File: config.mk
export PLATFORM = sky130hd
export DESIGN_NAME = apb_master_n
export DESIGN_NICKNAME = d
export VERILOG_FILES = /design/src/rtl/apb_master_n.sv
export SDC_FILE = /design/constraint.sdc
export NUM_CORES = 1
export LEC_CHECK = 0
export BUFFER_PORTS_ARGS = -buffer_cell sky130_fd_sc_hd__buf_2
export CAP_MARGIN = 20
export CELL_PAD_IN_SITES_DETAIL_PLACEMENT = 1
export CELL_PAD_IN_SITES_GLOBAL_PLACEMENT = 1
export CORE_AREA = 2 2 175 177
export CTS_CLUSTER_SIZE = 20
export DETAILED_ROUTE_END_ITERATION = 6
export DIE_AREA = 0 0 177 179
export GPL_ROUTABILITY_DRIVEN = 0
export MAX_ROUTING_LAYER = met4
export PLACE_DENSITY = 0.7
export RECOVER_POWER = 25
export SYNTH_ARGS = -nofsm -noshare
export SYNTH_HDL_FRONTEND = slang
export SYNTH_SLANG_ARGS = --single-unit
File: constraint.sdc
create_clock -name PCLK -period 4.9 [get_ports PCLK]
set_input_delay 0.735 -clock PCLK [delete_from_list [all_inputs] [get_ports PCLK]]
set_output_delay 0.735 -clock PCLK [all_outputs]
set_load 0.05 [all_outputs]
File: src/rtl/apb_master_n.sv
// APB master bridge: decodes a CPU request onto one of NUM_SLAVES completers; 2 cycles + wait states per access, 1 for unmapped.
// Single outstanding request; transfer is only sampled in IDLE, PREADY stalls ACCESS up to TIMEOUT cycles.
module apb_master_n #(
  parameter int          NUM_SLAVES = 8,
  parameter logic [31:0] BASE_ADDR  = 32'h1000_0000,
  parameter int          SLOT_BITS  = 12,
  parameter int          TIMEOUT    = 16
) (
  input  logic                     PCLK,
  input  logic                     PRESET,
  input  logic                     transfer,
  input  logic                     write,
  input  logic [31:0]              addr,
  input  logic [31:0]              wdata,
  output logic [31:0]              rdata,
  output logic                     ready,
  output logic                     err,
  output logic [31:0]              PADDR,
  output logic                     PWRITE,
  output logic                     PENABLE,
  output logic [31:0]              PWDATA,
  output logic [NUM_SLAVES-1:0]    PSEL,
  input  logic [32*NUM_SLAVES-1:0] PRDATA,
  input  logic [NUM_SLAVES-1:0]    PREADY,
  input  logic [NUM_SLAVES-1:0]    PSLVERR
);

  localparam logic [7:0] CNT_LAST = 8'(TIMEOUT - 1);

  typedef enum logic [1:0] {S_IDLE, S_SETUP, S_ACCESS, S_ERR} state_t;

  state_t                  state_q;
  logic [31:0]             paddr_q;
  logic                    pwrite_q;
  logic [31:0]             pwdata_q;
  logic [7:0]              cnt_q;

  logic [31:0]             slot_idx;
  logic [NUM_SLAVES-1:0]   sel_oh;
  logic                    sel_ready;
  logic                    sel_err;
  logic [31:0]             sel_rdata;
  logic                    timeout_hit;

  function automatic logic in_window(input logic [31:0] a);
    logic [31:0] off;
    off = a - BASE_ADDR;
    return (a >= BASE_ADDR) && ((off >> SLOT_BITS) < 32'(NUM_SLAVES));
  endfunction

  assign slot_idx = (paddr_q - BASE_ADDR) >> SLOT_BITS;

  // The address guard matters when BASE_ADDR is high and a low address wraps into a valid slot number.
  always_comb begin
    sel_oh    = '0;
    sel_rdata = '0;
    for (int i = 0; i < NUM_SLAVES; i++) begin
      sel_oh[i] = (paddr_q >= BASE_ADDR) && (slot_idx == 32'(i));
      if (sel_oh[i]) begin
        sel_rdata = sel_rdata | PRDATA[32*i +: 32];
      end
    end
  end

  assign sel_ready   = |(PREADY & sel_oh);
  assign sel_err     = |(PSLVERR & sel_oh);
  assign timeout_hit = (cnt_q == CNT_LAST);

  always_comb begin
    PSEL    = '0;
    PENABLE = 1'b0;
    ready   = 1'b0;
    err     = 1'b0;
    rdata   = '0;
    case (state_q)
      S_SETUP: PSEL = sel_oh;
      S_ACCESS: begin
        PSEL    = sel_oh;
        PENABLE = 1'b1;
        if (sel_ready) begin
          ready = 1'b1;
          err   = sel_err;
          rdata = pwrite_q ? 32'h0 : sel_rdata;
        end else if (timeout_hit) begin
          ready = 1'b1;
          err   = 1'b1;
        end
      end
      S_ERR: begin
        ready = 1'b1;
        err   = 1'b1;
      end
      default: ;
    endcase
  end

  always_ff @(posedge PCLK) begin
    if (PRESET) begin
      state_q  <= S_IDLE;
      paddr_q  <= '0;
      pwrite_q <= 1'b0;
      pwdata_q <= '0;
      cnt_q    <= '0;
    end else begin
      case (state_q)
        S_IDLE: begin
          if (transfer) begin
            paddr_q  <= addr;
            pwrite_q <= write;
            pwdata_q <= wdata;
            state_q  <= in_window(addr) ? S_SETUP : S_ERR;
          end
        end
        S_SETUP: begin
          cnt_q   <= '0;
          state_q <= S_ACCESS;
        end
        S_ACCESS: begin
          if (sel_ready || timeout_hit) begin
            state_q <= S_IDLE;
          end else begin
            cnt_q <= cnt_q + 8'd1;
          end
        end
        S_ERR:   state_q <= S_IDLE;
        default: state_q <= S_IDLE;
      endcase
    end
  end

  assign PADDR  = paddr_q;
  assign PWRITE = pwrite_q;
  assign PWDATA = pwdata_q;

endmodule

==> results.yml <==
routing:
  drt-initial-drc-count: 394
  firstDrtPassIters: 7
  wl_um: 32220
  vias: 7260
  ant_nets: 0
  vias_per_cell: 4.761
  wl_per_cell_um: 21.13
  drc_errors: 0
logic_synthesis:
  synthesis.area_mm2: 0.005236
  synth_ff_type: "dfxtp_1"
  async_flop_share: 0
  synth_enable_flop_cells: 0
  synth_seq_cells: 75
  synth_cell_type_count: 59
  ys_seq_area_frac: 0.2867
  synth_nets: 1049
  avgSynthCellArea_um2: 7.448
  synthCells: 703
  ys_warn_count: 0
placed_design:
  post-place-ws_ns: 0.7703
  dpl-instance-area_mm2: 0.007805
  hpwl_um: 26200
  numPortBuffers: 447
floorplanning:
  start_util: 0.1744
  rows: 64
  die_h_um: 179
  dieWidth_um: 177
  die-area_mm2: 0.03168
  core_mm2: 0.03003
  ios: 448
final_layout:
  syn_to_final_growth_pct: 54.91
  layout.core_utilization: 0.2701
  multi_input_area_mm2: 0.003433
  seq_area_mm2: 0.001506
  drive_gt1_frac: 0.4182
  nets: 1460
  design_area_mm2: 0.008112
  n_fill_cell: 3809
clock_network:
  clock-sinks: 75
  cts_buffer_depth: 2
  cts_buffers: 9
  ctsHoldBuffers: 0
  cts_max_level: 3
  insertion_delay_ns: 0.34
  cts_tree: "done"
  cts_root_buffer: "clkbuf_16"
  clk_pin_slew_ns: 0.06
  cts-resized-gates: 0
  postCtsSetupBuffers: 0
flow_run:
  timing.max_cap.violations: 0
power_and_ir_drop:
  vdd_drop_max_mv: 0.2028
  p_leak_nw: 3.491
  powerDensity_mw_per_mm2: 365.3
setup_path:
  crit_path_end_kind: "primary output"
  reg2reg_from: "PADDR[14]$_SDFFE_PP0P_"
  arrival_ns: 3.76
  crit_required_ns: 4.16
  reg2reg_depth: 6
  critPathKind: "reg2out"
  r2r_slack_ns: 2.03
  worst_r2r_endpoint: "state_q[1]$_SDFFE_PP0P_"
  crit_fanout: 23
  cp-start-kind: "flop"
grt:
  track_usage: 0.1940
  antenna_found_initial: 10
  grt_overflow: 0
  grt_pass1_vias: 7343
  grt_pass1_wl_um: 44870
  grt_max_degree: 44
outcome:
  outcome: "complete, no violations"
timing:
  drv_slew: 0
  worst_pin_slew_ns: 1.441
  tns_ns: 0
  rsz0062_at_grt: "false"
  post-route-period-util: 0.9165
  fin_crit_ns: 4.491
  hold_slack_ns: 0.4544
  final-hold-violation-count: 0
  fmax_mhz: 222.7
  timing.slew.headroom: 0.03884
  fin_ws_ns: 0.4092
  setup_viol: 0
  fin_skew_ns: 0.007298
min_path:
  hp-start: "PWDATA[2]$_SDFFE_PP0P_"
  hold_class: "reg2reg"
  min_to: "PWDATA[2]$_SDFFE_PP0P_"
  min_path_cells: 2
## cells in the final DEF, fill, tap and decap left out, drive strengths merged, types with 3 or more instances in the layout
cell	Yosys	final
buf	18	424
nand2	178	178
a21oi	97	97
dfxtp	75	75
clkbuf	44	50
a22o	38	38
a22oi	38	38
mux2i	36	36
a31oi	19	19
o22ai	18	18
nor2	15	15
a222oi	12	12
o21ai	11	11
diode	0	10
nor4	10	10
mux2	9	9
inv	7	8
nor3	7	7
and2	7	7
o211ai	6	6
nand2b	6	6
and3	6	6
ha	6	6
nand4	5	5
or3	5	5
nand3	4	4
nor2b	4	4
or4	3	3
## worst max-delay path, cell delays in order (launching register included)
cell and delay [ns]:
dfxtp_1 0.76, mux2_1 0.39, a221o_1 0.40, a221oi_4 0.38, or4_1 0.84, buf_4 0.34, a21oi_1 0.07, buf_2 0.22
## registers in the layout, summed over array words and instances, names as in the netlist
name and cells:
PADDR 32, PWDATA 32, PWRITE 1, cnt_q 8, state_q 2
## routing by layer
metal / GRT usage / wire length [um]
met5: - / 0
met4: 0.04649 / 465
met3: 0.04177 / 2528
met2: 0.3400 / 16480
met1: 0.2256 / 12750
## per-stage QoR
step,power (W),cells
4_1_cts,0.003024,1514
5_1_grt,0.003153,1525
6_report,0.002963,1525
3_3_place_gp,0.002273,1498
2_1_floorplan,0.001786,703
3_5_place_dp,0.002292,1498
## where the power goes
group          switching [W]  internal (W)  leakage [nW]
Clock               0.000263      0.000448         0.151
Combinational       0.000992      0.000437          2.72
Sequential          0.000106      0.000717         0.615
## cells by family after synthesis
kind of cell,synth area share
AOI/OAI and AO/OA,0.3192
xor gates and xnor gates,0.001673
adders and majority gates,0.01434
buffers and inverters,0.06380
DFF,0.2867
muxes,0.08817
and+or+nand+nor,0.2261
## worst max-delay path by stage
stage | from | end | depth (start not counted)
global placement | PREADY[4] | rdata[8] | 8
detailed placement | PADDR[14]$_SDFFE_PP0P_ | rdata[28] | 7
global route | PADDR[14]$_SDFFE_PP0P_ | rdata[28] | 7
finish | PADDR[14]$_SDFFE_PP0P_ | rdata[24] | 7
CTS | PADDR[14]$_SDFFE_PP0P_ | rdata[8] | 7
floorplan | PADDR[12]$_SDFFE_PP0P_ | rdata[0] | 9
## Yosys cell counts, types with 6 or more instances
cell	number	share of area
o22ai_1	18	0.022
a31oi_1	19	0.023
dfxtp_1	75	0.29
inv_1	7	0.0050
nor2_1	13	0.0093
a22o_1	38	0.064
a21oi_1	97	0.093
mux2i_1	36	0.069
nor4_1	7	0.0084
clkbuf_1	41	0.029
o21ai_0	9	0.0086
buf_2	12	0.011
a22oi_1	38	0.054
mux2_2	8	0.017
o211ai_1	6	0.0086
nand2_1	177	0.13
a222oi_1	12	0.023
nand2b_1	6	0.0072
ha_1	6	0.014
and3_1	6	0.0072
## layout make-up
| type | instances | area share |
|---|---|---|
| Multi-Input combinational cell | 559 | 0.4233 |
| Clock inverter | 4 | 0.009101 |
| Timing Repair Buffer | 462 | 0.2854 |
| Antenna cell | 10 | 0.003085 |
| Clock buffer | 12 | 0.02915 |
| Sequential cell | 75 | 0.1857 |
| Inverter | 7 | 0.003239 |
| Tap cell | 396 | 0.06108 |
No activity file was read; power rests on OpenSTA's default activity.
